**src/rtl/instr_sequencer_pkg.sv**
```systemverilog
// Shared definitions for the instruction sequencer and Control_Unit:
// default widths, opcode constants and the sequencer state encoding.
package instr_sequencer_pkg;

  localparam int INSTR_W_DEF = 16;
  localparam int PC_W_DEF    = 8;
  localparam int BOFF_W_DEF  = 6;
  localparam int OP_W        = 3;

  localparam logic [OP_W-1:0] OP_NOP  = 3'b000;
  localparam logic [OP_W-1:0] OP_HALT = 3'b111;

  typedef enum logic [1:0] {
    ST_HALT    = 2'b00,
    ST_FETCH   = 2'b01,
    ST_ISSUE   = 2'b10,
    ST_RESOLVE = 2'b11
  } seq_state_t;

endpackage

```
**src/rtl/instr_sequencer_next_pc_calc.sv**
```systemverilog
// Next-PC selection: jump target, taken branch (pc+1+signed offset) or pc+1.
// All arithmetic wraps modulo 2^PC_W.
module next_pc_calc #(
  parameter int PC_W   = 8,
  parameter int BOFF_W = 6
) (
  input  logic [PC_W-1:0] pc,
  input  logic [PC_W-1:0] instr_lo,
  input  logic            jump,
  input  logic            branch,
  input  logic            alu_zero,
  output logic [PC_W-1:0] next_pc
);

  logic [PC_W-1:0] pc_inc_s;
  logic [PC_W-1:0] boff_sext_s;

  // Priority select; jump overrides a simultaneous taken branch
  always_comb begin
    pc_inc_s    = pc + {{(PC_W-1){1'b0}}, 1'b1};
    boff_sext_s = {{(PC_W-BOFF_W){instr_lo[BOFF_W-1]}}, instr_lo[BOFF_W-1:0]};
    if (jump) begin
      next_pc = instr_lo;
    end else if (branch && alu_zero) begin
      next_pc = pc_inc_s + boff_sext_s;
    end else begin
      next_pc = pc_inc_s;
    end
  end

endmodule

```
**src/rtl/instr_sequencer.sv**
```systemverilog
// Multi-cycle instruction sequencer: fetches from imem, issues the opcode to
// Control_Unit over valid/ready and resolves the next PC from jump/branch/zero.
module instr_sequencer
  import instr_sequencer_pkg::*;
#(
  parameter int              INSTR_W = INSTR_W_DEF,
  parameter int              PC_W    = PC_W_DEF,
  parameter int              BOFF_W  = BOFF_W_DEF,
  parameter logic [OP_W-1:0] HALT_OP = OP_HALT
) (
  input  logic               clk,
  input  logic               rst_n,
  input  logic               run,
  output logic               imem_req,
  output logic [PC_W-1:0]    imem_addr,
  input  logic               imem_valid,
  input  logic [INSTR_W-1:0] imem_rdata,
  output logic [2:0]         control_opcode,
  output logic               op_valid,
  input  logic               op_ready,
  input  logic               jump,
  input  logic               branch,
  input  logic               alu_zero,
  output logic [PC_W-1:0]    pc,
  output logic               halted
);

  seq_state_t         state_r, state_next_s;
  logic [PC_W-1:0]    pc_r, pc_inc_s, next_pc_s;
  logic [INSTR_W-1:0] instr_r;
  logic [OP_W-1:0]    control_opcode_r, fetch_op_s;
  logic               imem_req_r, op_valid_r, halted_r;
  logic               fetch_done_s, fetch_halt_s;
  logic               unused_instr_bits_s;

  next_pc_calc #(
    .PC_W   (PC_W),
    .BOFF_W (BOFF_W)
  ) u_next_pc_calc (
    .pc       (pc_r),
    .instr_lo (instr_r[PC_W-1:0]),
    .jump     (jump),
    .branch   (branch),
    .alu_zero (alu_zero),
    .next_pc  (next_pc_s)
  );

  assign unused_instr_bits_s = ^instr_r[INSTR_W-OP_W-1:PC_W];

  // Opcode field of the word arriving from imem and the sequential pc+1
  always_comb begin
    fetch_op_s = imem_rdata[INSTR_W-1 -: OP_W];
    pc_inc_s   = pc_r + {{(PC_W-1){1'b0}}, 1'b1};
  end

  // Next-state logic; a fetched HALT_OP bypasses ISSUE/RESOLVE entirely
  always_comb begin
    state_next_s = state_r;
    fetch_done_s = 1'b0;
    fetch_halt_s = 1'b0;
    case (state_r)
      ST_HALT: begin
        if (run) state_next_s = ST_FETCH;
        else     state_next_s = ST_HALT;
      end
      ST_FETCH: begin
        if (imem_valid) begin
          fetch_done_s = 1'b1;
          if (fetch_op_s == HALT_OP) begin
            fetch_halt_s = 1'b1;
            state_next_s = ST_HALT;
          end else begin
            state_next_s = ST_ISSUE;
          end
        end else begin
          state_next_s = ST_FETCH;
        end
      end
      ST_ISSUE: begin
        if (op_ready) state_next_s = ST_RESOLVE;
        else          state_next_s = ST_ISSUE;
      end
      ST_RESOLVE: begin
        if (run) state_next_s = ST_FETCH;
        else     state_next_s = ST_HALT;
      end
      default: state_next_s = ST_HALT;
    endcase
  end

  // State, PC, instruction and registered outputs (decoded from the next state)
  always_ff @(posedge clk or negedge rst_n) begin
    if (!rst_n) begin
      state_r          <= ST_HALT;
      pc_r             <= {PC_W{1'b0}};
      instr_r          <= {INSTR_W{1'b0}};
      control_opcode_r <= OP_NOP;
      imem_req_r       <= 1'b0;
      op_valid_r       <= 1'b0;
      halted_r         <= 1'b1;
    end else begin
      state_r    <= state_next_s;
      imem_req_r <= (state_next_s == ST_FETCH);
      op_valid_r <= (state_next_s == ST_ISSUE);
      halted_r   <= (state_next_s == ST_HALT);
      if (fetch_done_s) begin
        instr_r          <= imem_rdata;
        control_opcode_r <= fetch_op_s;
      end
      if (fetch_halt_s) begin
        pc_r <= pc_inc_s;
      end else if (state_r == ST_RESOLVE) begin
        pc_r <= next_pc_s;
      end
    end
  end

  assign imem_req       = imem_req_r;
  assign imem_addr      = pc_r;
  assign control_opcode = control_opcode_r;
  assign op_valid       = op_valid_r;
  assign pc             = pc_r;
  assign halted         = halted_r;

endmodule

```
**config.mk**
```make
export PLATFORM = sky130hd
export DESIGN_NAME = instr_sequencer
export DESIGN_NICKNAME = d
export VERILOG_FILES = /design/src/rtl/instr_sequencer_pkg.sv /design/src/rtl/instr_sequencer_next_pc_calc.sv /design/src/rtl/instr_sequencer.sv
export SDC_FILE = /design/constraint.sdc
export NUM_CORES = 1
export LEC_CHECK = 0
export BUFFER_PORTS_ARGS = -buffer_cell sky130_fd_sc_hd__buf_4
export CAP_MARGIN = 20
export CORE_MARGIN = 10
export CORE_UTILIZATION = 40
export DETAILED_ROUTE_END_ITERATION = 12
export MAX_ROUTING_LAYER = met4
export PLACE_DENSITY = 0.73
export RECOVER_POWER = 50
export SLEW_MARGIN = 20
export SYNTH_ARGS = -nofsm -noshare
export SYNTH_HDL_FRONTEND = slang
export SYNTH_SLANG_ARGS = --single-unit
```
**constraint.sdc**
```tcl
create_clock -name clk -period 2.8 [get_ports clk]
set_input_delay 0.28 -clock clk [delete_from_list [all_inputs] [get_ports clk]]
set_output_delay 0.28 -clock clk [all_outputs]
set_load 0.05 [all_outputs]
```
## Word level (Yosys, flattened, before mapping)

Index checks and enable logic that the tools add are counted.

| word-level totals | value |
|---|---|
| register bits | 24 |
| bits of input ports | 24 |

| operators by class | value |
|---|---|
| add/subtract/negate cells | 2 |
| eq/ne operators | 6 |
| multiplexer cells | 14 |
| reduce and logical (&&, ||, !) cells | 5 |

Operators by type and width:

| operator | number |
|---|---|
| 8-bit 2-to-1 mux | 4 |
| 8-bit by 1-bit adder with 8-bit output (second input constant) | 1 |
| 8-bit adder | 1 |
| 1-bit 2-to-1 mux | 7 |
| 2-bit == test (second input constant) | 3 |
| 2-bit one-hot mux with 3 select lines | 1 |
| 2-bit by 1-bit == test with 1-bit output (second input constant) | 2 |
| 2-bit logical NOT | 2 |
| 2-bit 2-to-1 mux | 2 |
| 3-bit == test (second input constant) | 1 |
| 2-bit nonzero test | 1 |
| 2-bit OR reduction | 1 |
| 1-bit logical AND | 1 |

## Longest topological paths before layout

Gate-level depths: netlist of run 1.

| depth | value |
|---|---|
| depth after elaboration | 6 |
| depth in mapped cells | 9 |
| depth with buffers taken out | 9 |

## Hierarchy

Synthesis of run 1 repeated with hierarchy kept, for this count alone.

| second synthesis, totals | value |
|---|---|
| cells, all modules | 198 |
| area, all modules | 1868.0 µm² |

Modules (own cells, without submodules):

| module | instances | cells each | area each (µm²) | sequential area each (µm²) |
|---|---|---|---|---|
| instr_sequencer | 1 | 104 | 1197.4 | 601.8 |
| next_pc_calc | 1 | 94 | 670.6 | 0.0 |

## Least setup slack after synthesis of run 1

OpenSTA, ideal clock, no wires.

| timing path | value |
|---|---|
| path kind | reg-to-reg |
| start point | reg pc_r[0] (netlist: imem_addr[0]) |
| end point | reg pc_r[7] (netlist: imem_addr[7]) |
| library setup time | 0.069 ns |
| arrival | 2.613 ns |
| slack | 0.117 ns |
| cell stages (with the launch flop) | 10 |
| path through | dfrtp_1 ha_1 nand3_1 xnor2_1 ha_1 nand3_1 o211ai_1 a31oi_1 or4_1 nand3b_1 |

| between the ends | value |
|---|---|
| cells in the longest elaborated chain, start to end | 6 |

Ends and longest elaborated chain:

| item | RTL line | RTL |
|---|---|---|
| from (decl) | instr_sequencer.sv:29 | `logic [PC_W-1:0] pc_r, pc_inc_s, next_pc_s;` |
| from (signal assigned) | instr_sequencer.sv:95 | `pc_r <= {PC_W{1'b0}};` |
| from (signal assigned) | instr_sequencer.sv:111 | `pc_r <= pc_inc_s;` |
| from (signal assigned) | instr_sequencer.sv:113 | `pc_r <= next_pc_s;` |
| 8-bit by 1-bit adder with 8-bit output (*) | instr_sequencer_next_pc_calc.sv:20, instr_sequencer.sv:53 |  |
| 8-bit adder | instr_sequencer_next_pc_calc.sv:25 | `next_pc = pc_inc_s + boff_sext_s;` |
| 8-bit 2-to-1 mux | instr_sequencer_next_pc_calc.sv:24 | `end else if (branch && alu_zero) begin` |
| 8-bit 2-to-1 mux | instr_sequencer_next_pc_calc.sv:22 | `if (jump) begin` |
| 8-bit 2-to-1 mux | instr_sequencer.sv:112 | `end else if (state_r == ST_RESOLVE) begin` |
| 8-bit 2-to-1 mux (*) | instr_sequencer.sv:110 | `if (fetch_halt_s) begin` |

Every way passes the cells marked *; elsewhere a longest branch is shown, timed or not. The select of a mux whose other input is x is not followed.
A chain may end at the register's enable or synchronous reset.

## Worst setup path in the final report of run 1

| timing path | value |
|---|---|
| start point | reg pc_r[1] (netlist: imem_addr[1]) |
| end point | reg pc_r[7] (netlist: imem_addr[7]) |

The elaborated chain is that of the path after synthesis.

==> flow_metrics.py, run 1 <==
metrics = {
    "cts": {
        "ctsLongestPathBuffers": 2,
        "postCtsHoldBufs": 1,
        "cts.clk_slew.worst_paths_ns": 0.09,
        "clk_latency_ns": 0.27,
        "cts_resized": 0,
        "root_buffer": "clkbuf_8",
        "cts_made_buffers": 3,
        "htreeDepth": 1,
        "cts_tree": "done",
        "cts_setup_buffers": 0,
        "clock-sinks": 24,
    },
    "synth": {
        "synthCells": 169,
        "synth_cell_types": 49,
        "ys_seq_elements": 24,
        "synth-main-ff-cell": "dfrtp_1",
        "ys_seq_area_share_pct": 35.32,
        "synth_edf_count": 0,
        "synth_area_per_cell_um2": 10.08,
        "ys.warnings.count": 0,
        "synth_area_um2": 1704,
        "async_reset_ff_share_pct": 100.0,
        "syn_nets": 206,
    },
    "worst_setup_path": {
        "arrival_ns": 2.72,
        "reg2reg_to": "imem_addr[7]",
        "r2r_slack_ns": 0.30,
        "r2r_cells": 9,
        "rr_startpoint": "imem_addr[1]",
        "critPathCaptureType": "flip-flop",
        "cpLargestDelayFamily": "simple AND/OR/NAND/NOR gates",
        "cp-start-kind": "flip-flop",
        "crit_chain": "ha_1 > nand3_1 > xnor2_1 > ha_1 > nand3_1 > o211ai_1 > a31oi_1 > or4_1 > nand3b_1",
        "cp_num_buf_inv": 0,
        "slowest_delay_ns": 0.48,
        "cp_max_fo": 7,
        "cp.required_ns": 3.01,
        "cp_slowest_cell": "dfrtp_1",
        "critPathKind": "flip-flop to flip-flop",
    },
    "sta": {
        "finalHoldViolations": 0,
        "clock_skew_ns": 0.002143,
        "maxSlewHeadroom_pct": 13.50,
        "slew_violations": 0,
        "fin_crit_ns": 2.504,
        "hold_slack_ns": 0.2342,
        "fin_crit_sh_pct": 89.43,
        "setup_violations": 0,
        "worst_pin_slew_ns": 1.298,
        "setup_tns_ns": 0,
        "rsz0062_at_grt": "no",
        "fmax_mhz": 399.3,
    },
    "floorplanning": {
        "die_area_um2": 7271,
        "start_util_pct": 42.00,
        "io_pins": 46,
        "fp.dieW_um": 85.27,
        "die_y_um": 85.27,
        "rows": 23,
        "core_area_um2": 4058,
    },
    "layout": {
        "syn2layout_area_growth_pct": 19.31,
        "fin_nets": 242,
        "final_common_cell": "buf_4",
        "drive_gt1_share_pct": 26.96,
        "fillCellCount": 391,
        "n_antenna_cell": 0,
        "final_cell_mix": "30 x buf_4, 23 x dfrtp_1, 12 x ha_1, 12 x clkbuf_1",
    },
    "grt": {
        "use_met2_pct": 19.62,
        "met3_usage_pct": 2.103,
        "grt_pass1_vias": 1422,
        "track_usage_pct": 11.34,
        "antenna_found_initial": 0,
        "grt_start_max_net_pins": 25,
        "grt_pass1_wl_um": 6837,
        "busiest_layer": "met2",
        "grt-ovfl-total": 0,
        "use_met1_pct": 12.99,
    },
    "route": {
        "wl_per_cell_um": 16.26,
        "drt_pass1_iterations": 4,
        "drc": 0,
        "final_antenna_net_count": 0,
        "wl_um": 4131,
        "dr.first_iter.drc_count": 118,
        "route.vias.total": 1425,
        "vias_per_cell": 5.610,
    },
    "place": {
        "io_buffers": 40,
        "gp_congestion": 0.8537,
        "dp_hpwl_um": 3210,
    },
    "min_path": {
        "worst_hold_path.endpoint": "instr_r[2]",
        "hp-start": "imem_rdata[2]",
        "min-delay-path-class": "input pin to flip-flop",
        "worstHoldPathCells": 2,
    },
    "outcome": {
        "outcome": "completed",
    },
    "flow_run": {
        "max-cap-violations": 0,
    },
}
[layer usage]
layer  vias to the layer above  routed length [um]
li1                        683                   -
met1                       688                1742
met4                         0                  40
met5                         -                   0
met3                         4                 289
met2                        50                2058
[worst register-to-register path, stage by stage, from the launching register on]
cell and delay (ns):
dfrtp_1 0.48, ha_1 0.29, nand3_1 0.11, xnor2_1 0.19, ha_1 0.38, nand3_1 0.09
o211ai_1 0.25, a31oi_1 0.15, or4_1 0.41, nand3b_1 0.09
[cells in the mapped netlist (4+ instances only)]
master    instances  area share, %
o211ai_1          7            3.1
mux2_2           11            7.3
a21oi_1           7            2.1
ha_1             12            8.8
o21ai_0          11            3.2
dfrtp_1          23             34
xor2_1            6            3.1
nand3_1           9            2.6
nand2_1           5            1.1
buf_4             8            3.5
nor2_1            8            1.8
inv_1             8            1.8
and3_1            4            1.5
[worst max path at each step]
stage	end	slack, ns	start	depth (start not counted)
6_report	imem_addr[7]	0.30	imem_addr[1]	9
5_1_grt	imem_addr[7]	0.05	imem_addr[1]	9
4_1_cts	imem_addr[7]	0.28	imem_addr[1]	9
3_5_place_dp	imem_addr[7]	0.31	imem_addr[1]	9
3_3_place_gp	imem_addr[7]	0.36	imem_addr[1]	9
2_1_floorplan	imem_addr[7]	0.12	imem_addr[0]	9
[cells by family after synthesis]
group / share of synthesized area (%)
XOR/XNOR: 6.461
AND/OR/NAND/NOR: 11.75
flip-flops: 35.32
buffers and inverters: 6.755
multiplexers: 9.031
adder cells (fa/ha/maj): 9.985
AO/OA/AOI/OAI: 20.70
[state kept, by name, indices dropped and copies added, names as in the netlist]
signal and cells:
imem_addr 8, op_valid 1, halted 1, state_r 2, control_opcode 3, imem_req 1
instr_r 8
[per-stage QoR]
stage | setup WS, ns | util (%) | instances | cell area, um2
after floorplan | 0.1175 | - | 169 | 1704
after global placement | 0.3570 | 49.21 | 249 | 1997
after detailed placement | 0.3103 | 49.21 | 249 | 1997
after CTS | 0.2834 | 51.22 | 254 | 2078
after global routing | 0.05409 | 50.11 | 254 | 2033
final | 0.2958 | 50.11 | 254 | 2033
[final cells by class]
type / count / area [um2] / share of cell area (%)
Clock buffer: 3 / 41.29 / 2.031
Clock inverter: 1 / 30.03 / 1.477
Inverter: 8 / 30.03 / 1.477
Multi-Input combinational cell: 125 / 987.2 / 48.55
Sequential cell: 24 / 601.8 / 29.60
Tap cell: 50 / 62.56 / 3.077
Timing Repair Buffer: 43 / 280.3 / 13.78
Power of run 1 is left out: the tool's default activity adds up to more than one toggle a clock period on the data nets, which glitch-free logic cannot reach.
==> run 2, diff against run 1 <==
--- a/config.mk
+++ b/config.mk
@@ -11,7 +11,7 @@
 export CORE_UTILIZATION = 40
 export DETAILED_ROUTE_END_ITERATION = 12
 export MAX_ROUTING_LAYER = met4
-export PLACE_DENSITY = 0.73
+export PLACE_DENSITY = 0.75
 export RECOVER_POWER = 50
 export SLEW_MARGIN = 20
 export SYNTH_ARGS = -nofsm -noshare
==> constraint.sdc (replaced) <==
create_clock -name clk -period 2.2 [get_ports clk]
set_input_delay 0.22 -clock clk [delete_from_list [all_inputs] [get_ports clk]]
set_output_delay 0.22 -clock clk [all_outputs]
set_load 0.05 [all_outputs]
==> run 2 against run 1 <==
Net effect:
- the flow now finishes with violations (negative setup slack)
- die area did not move
- first-iteration DRC count increased by 10%
- via count up 2.9%
- critical endpoint unchanged
- clock-buffer cell count is the same
- critical path type unchanged
- non-clock buffer count increased by 19
- design area up 14%
- flip-flop and latch count is the same
==> flow_metrics.py, run 2 (synthesized netlist as in run 1, its figures left out) <==
metrics = {
    "worst_setup_path": {
        "cp-start-kind": "flip-flop",
        "critPathKind": "flip-flop to flip-flop",
        "arrival_ns": 2.45,
        "critPathCaptureType": "flip-flop",
        "cp_max_fo": 6,
        "cp.required_ns": 2.40,
    },
    "route": {
        "route.vias.total": 1467,
        "final_antenna_net_count": 0,
        "drt_pass1_iterations": 4,
        "wl_um": 4384,
        "wl_per_cell_um": 16.06,
        "drc": 0,
        "dr.first_iter.drc_count": 130,
        "vias_per_cell": 5.374,
    },
    "cts": {
        "root_buffer": "clkbuf_8",
        "clk_latency_ns": 0.27,
        "ctsLongestPathBuffers": 2,
        "clock-sinks": 24,
        "cts_tree": "done",
        "cts.clk_slew.worst_paths_ns": 0.09,
        "cts_made_buffers": 3,
        "htreeDepth": 1,
    },
    "place": {
        "io_buffers": 40,
        "dp_slack_ns": -0.09519,
        "dp_hpwl_um": 3320,
        "placed_cell_area_um2": 2165,
        "gp_congestion": 0.8655,
    },
    "layout": {
        "drive_gt1_share_pct": 41.70,
        "syn2layout_area_growth_pct": 35.68,
        "final_cell_mix": "51 x buf_4, 19 x dfrtp_1, 11 x mux2_2",
        "final_core_util_pct": 56.98,
        "fin_nets": 261,
        "n_antenna_cell": 0,
        "fin_area_um2": 2312,
        "final_common_cell": "buf_4",
    },
    "sta": {
        "setup_slack_ns": -0.04154,
        "rsz0062_at_grt": "yes",
        "setup_violations": 4,
        "maxSlewHeadroom_pct": 15.55,
        "fmax_mhz": 446.1,
        "slew_violations": 0,
        "finalHoldViolations": 0,
        "fin_crit_ns": 2.242,
        "fin_crit_sh_pct": 101.9,
        "clock_skew_ns": 0.005558,
        "hold_slack_ns": 0.1746,
        "worst_pin_slew_ns": 1.267,
    },
    "floorplanning": {
        "core_area_um2": 4058,
        "fp.dieW_um": 85.27,
        "start_util_pct": 42.00,
        "die_area_um2": 7271,
        "die_y_um": 85.27,
        "io_pins": 46,
        "rows": 23,
    },
    "grt": {
        "antenna_found_initial": 0,
        "grt_pass1_wl_um": 7389,
        "grt_pass1_vias": 1516,
        "grt-ovfl-total": 0,
        "grt_start_max_net_pins": 25,
        "track_usage_pct": 12.45,
    },
    "min_path": {
        "min-delay-path-class": "input pin to flip-flop",
    },
    "outcome": {
        "outcome": "finished, violations left",
        "violations": "negative setup slack",
    },
    "flow_run": {
        "max-cap-violations": 0,
    },
}
==> run 2: final timing paths <==
kind                                    from                end  slack (ns)  depth (start not counted)
max                             imem_addr[0]       imem_addr[7]       -0.04                          9
min                            imem_rdata[0]         instr_r[0]        0.17                          2
max reg2reg                     imem_addr[0]       imem_addr[7]       -0.04                          9
min reg2reg                control_opcode[2]  control_opcode[2]        0.51                          1
max in group asynchronous              rst_n       imem_addr[0]        0.56                          2
min in group asynchronous              rst_n  control_opcode[1]        0.74                          2
==> run 2: worst max-delay path, stage by stage, from the launching register on <==
cell,delay (ns)
dfrtp_4,0.47
ha_4,0.18
nand3_4,0.10
xnor2_4,0.17
ha_4,0.31
nand3_2,0.08
o211ai_1,0.22
a31oi_1,0.13
or4_1,0.41
nand3b_1,0.10
==> run 2: layout make-up <==
cell class / count / area (um2)
tap: 50 / 62.56
sequential: 24 / 609.3
clock buffer: 3 / 41.29
inverter: 8 / 30.03
fill: 371 / 1745
timing repair buffer: 62 / 430.4
multi-input combinational: 125 / 1109
clock inverter: 1 / 30.03
==> run 2: repair_timing <==
item	4_1_cts	5_1_grt
hold endpoints to repair	23	0
gates resized for setup	9	1
hold buffers	1	0
setup buffers	1	1
pin swaps	6	5
endpoints found under the setup margin	4	4
==> run 2: stage by stage <==
stage                     cells  setup TNS [ns]
after global placement      266         -0.1572
after floorplan             169         -0.1483
after detailed placement    266         -0.2859
after CTS                   272         -0.1288
final                       273        -0.08953
after global routing        273         -0.7582
==> run 2: routing by layer <==
layer / up-vias / routed length [um] / global-route usage [%]
met5: - / 0 / -
met3: 6 / 250 / 2.581
li1: 725 / - / -
met4: 0 / 61 / 4.491
met1: 686 / 1954 / 15.02
met2: 50 / 2117 / 19.96
Power of run 2 is left out for the same reason.
==> run 3, diff against run 2 <==
--- a/config.mk
+++ b/config.mk
@@ -11,7 +11,7 @@
 export CORE_UTILIZATION = 40
 export DETAILED_ROUTE_END_ITERATION = 12
 export MAX_ROUTING_LAYER = met4
-export PLACE_DENSITY = 0.75
+export PLACE_DENSITY = 0.73
 export RECOVER_POWER = 50
 export SLEW_MARGIN = 20
 export SYNTH_ARGS = -nofsm -noshare
==> constraint.sdc (replaced) <==
create_clock -name clk -period 2.7 [get_ports clk]
set_input_delay 0.27 -clock clk [delete_from_list [all_inputs] [get_ports clk]]
set_output_delay 0.27 -clock clk [all_outputs]
set_load 0.05 [all_outputs]
==> run 3 against run 2 <==
Net effect:
- the flow now finishes without violations
- first-iteration DRC count is 20% higher
- clock skew decreased by 0.0022 ns
- routed wire length decreased by 6.0%
- critical endpoint unchanged
- clock-buffer cell count unchanged
- flip-flop and latch count stayed put
- die area stayed put
- non-clock buffer count shrank 19
- setup slack better by 0.21 ns
==> flow_metrics.py, run 3 (synthesized netlist as in run 1, its figures left out) <==
metrics = {
    "outcome": {
        "outcome": "completed",
    },
    "route": {
        "wl_um": 4119,
        "drt_pass1_iterations": 6,
        "vias_per_cell": 5.457,
        "final_antenna_net_count": 0,
        "dr.first_iter.drc_count": 156,
        "wl_per_cell_um": 16.22,
        "route.vias.total": 1386,
        "drc": 0,
    },
    "worst_setup_path": {
        "critPathCaptureType": "flip-flop",
        "cp.required_ns": 2.91,
        "arrival_ns": 2.74,
        "critPathKind": "flip-flop to flip-flop",
        "cp_max_fo": 7,
        "slowest_delay_ns": 0.49,
        "cp-start-kind": "flip-flop",
        "crit_chain": "ha_1 > nand3_1 > xnor2_1 > ha_1 > nand3_1 > o211ai_1 > a31oi_1 > or4_1 > nand3b_1",
        "cp_slowest_cell": "dfrtp_1",
    },
    "place": {
        "dp_hpwl_um": 3260,
        "io_buffers": 40,
        "gp_congestion": 0.8547,
    },
    "layout": {
        "final_cell_mix": "31 x buf_4, 23 x dfrtp_1, 12 x ha_1",
        "final_common_cell": "buf_4",
        "syn2layout_area_growth_pct": 19.53,
        "n_antenna_cell": 0,
        "fin_nets": 242,
        "drive_gt1_share_pct": 27.45,
    },
    "cts": {
        "cts_tree": "done",
        "cts_made_buffers": 3,
        "cts_resized": 0,
        "ctsLongestPathBuffers": 2,
        "root_buffer": "clkbuf_8",
        "cts.clk_slew.worst_paths_ns": 0.09,
        "htreeDepth": 1,
        "clock-sinks": 24,
        "clk_latency_ns": 0.27,
    },
    "sta": {
        "worst_pin_slew_ns": 1.313,
        "maxSlewHeadroom_pct": 12.48,
        "fin_crit_ns": 2.532,
        "rsz0062_at_grt": "no",
        "finalHoldViolations": 0,
        "setup_violations": 0,
        "fmax_mhz": 395.0,
        "slew_violations": 0,
        "setup_tns_ns": 0,
        "fin_crit_sh_pct": 93.77,
        "clock_skew_ns": 0.003400,
    },
    "grt": {
        "grt_pass1_vias": 1466,
        "antenna_found_initial": 0,
        "grt-ovfl-total": 0,
        "grt_start_max_net_pins": 25,
        "track_usage_pct": 11.50,
        "grt_pass1_wl_um": 6879,
    },
    "floorplanning": {
        "io_pins": 46,
        "rows": 23,
        "die_y_um": 85.27,
        "core_area_um2": 4058,
        "die_area_um2": 7271,
        "start_util_pct": 42.00,
        "fp.dieW_um": 85.27,
    },
    "flow_run": {
        "max-cap-violations": 0,
    },
    "min_path": {
        "min-delay-path-class": "input pin to flip-flop",
    },
}
run 3: cell types whose count changed in the layout (fill, tap and decap cells not counted), sizes merged:
cell	delta
buf	-20
clkbuf	+1
run 3: path summary, 6_finish.rpt:
kind,from,endpoint,depth (start not counted),slack [ns]
max,imem_addr[1],imem_addr[7],9,0.17
min,imem_rdata[2],instr_r[2],2,0.23
max reg2reg,imem_addr[1],imem_addr[7],9,0.17
min reg2reg,control_opcode[0],control_opcode[0],1,0.51
max in group asynchronous,rst_n,imem_addr[3],2,1.10
min in group asynchronous,rst_n,instr_r[4],2,0.83
run 3: layout make-up:
| cell class | instances | area, um2 |
|---|---|---|
| clock buffer | 3 | 41.29 |
| clock inverter | 1 | 30.03 |
| fill | 392 | 2021 |
| inverter | 8 | 30.03 |
| multi-input combinational | 125 | 987.2 |
| sequential | 24 | 601.8 |
| tap | 50 | 62.56 |
| timing repair buffer | 43 | 284.0 |
run 3: stage by stage:
step,instances,cell area (um2),setup slack (ns),util (%),hold WS [ns]
2_1_floorplan,169,1704,0.01749,-,-0.02559
3_3_place_gp,249,1997,0.2563,49.21,0.1895
3_5_place_dp,249,1997,0.2139,49.21,0.1902
4_1_cts,254,2078,0.1896,51.22,0.2274
5_1_grt,254,2037,0.0004254,50.20,0.2226
6_report,254,2037,0.1683,50.20,0.2285
run 3: worst max-delay path: cells and delay by family (launching register included):
family	cells	cell delay (ns)
AND/OR/NAND/NOR	4	0.71
adder cells (fa/ha/maj)	2	0.67
flip-flops	1	0.49
AO/OA/AOI/OAI	2	0.41
XOR/XNOR	1	0.20
run 3: timing repair:
action | 4_1_cts | 5_1_grt
setup buffers | 0 | 0
hold endpoints to repair | 23 | 0
hold buffers | 1 | 0
run 3: metal layers:
layer  vias up  GRT usage, %  wire length [um]
met3         2         2.103               275
li1        685             -                 -
met4         0         3.443                36
met1       649         13.09              1735
met5         -             -                 0
met2        50         19.89              2072
Power of run 3 is left out for the same reason.
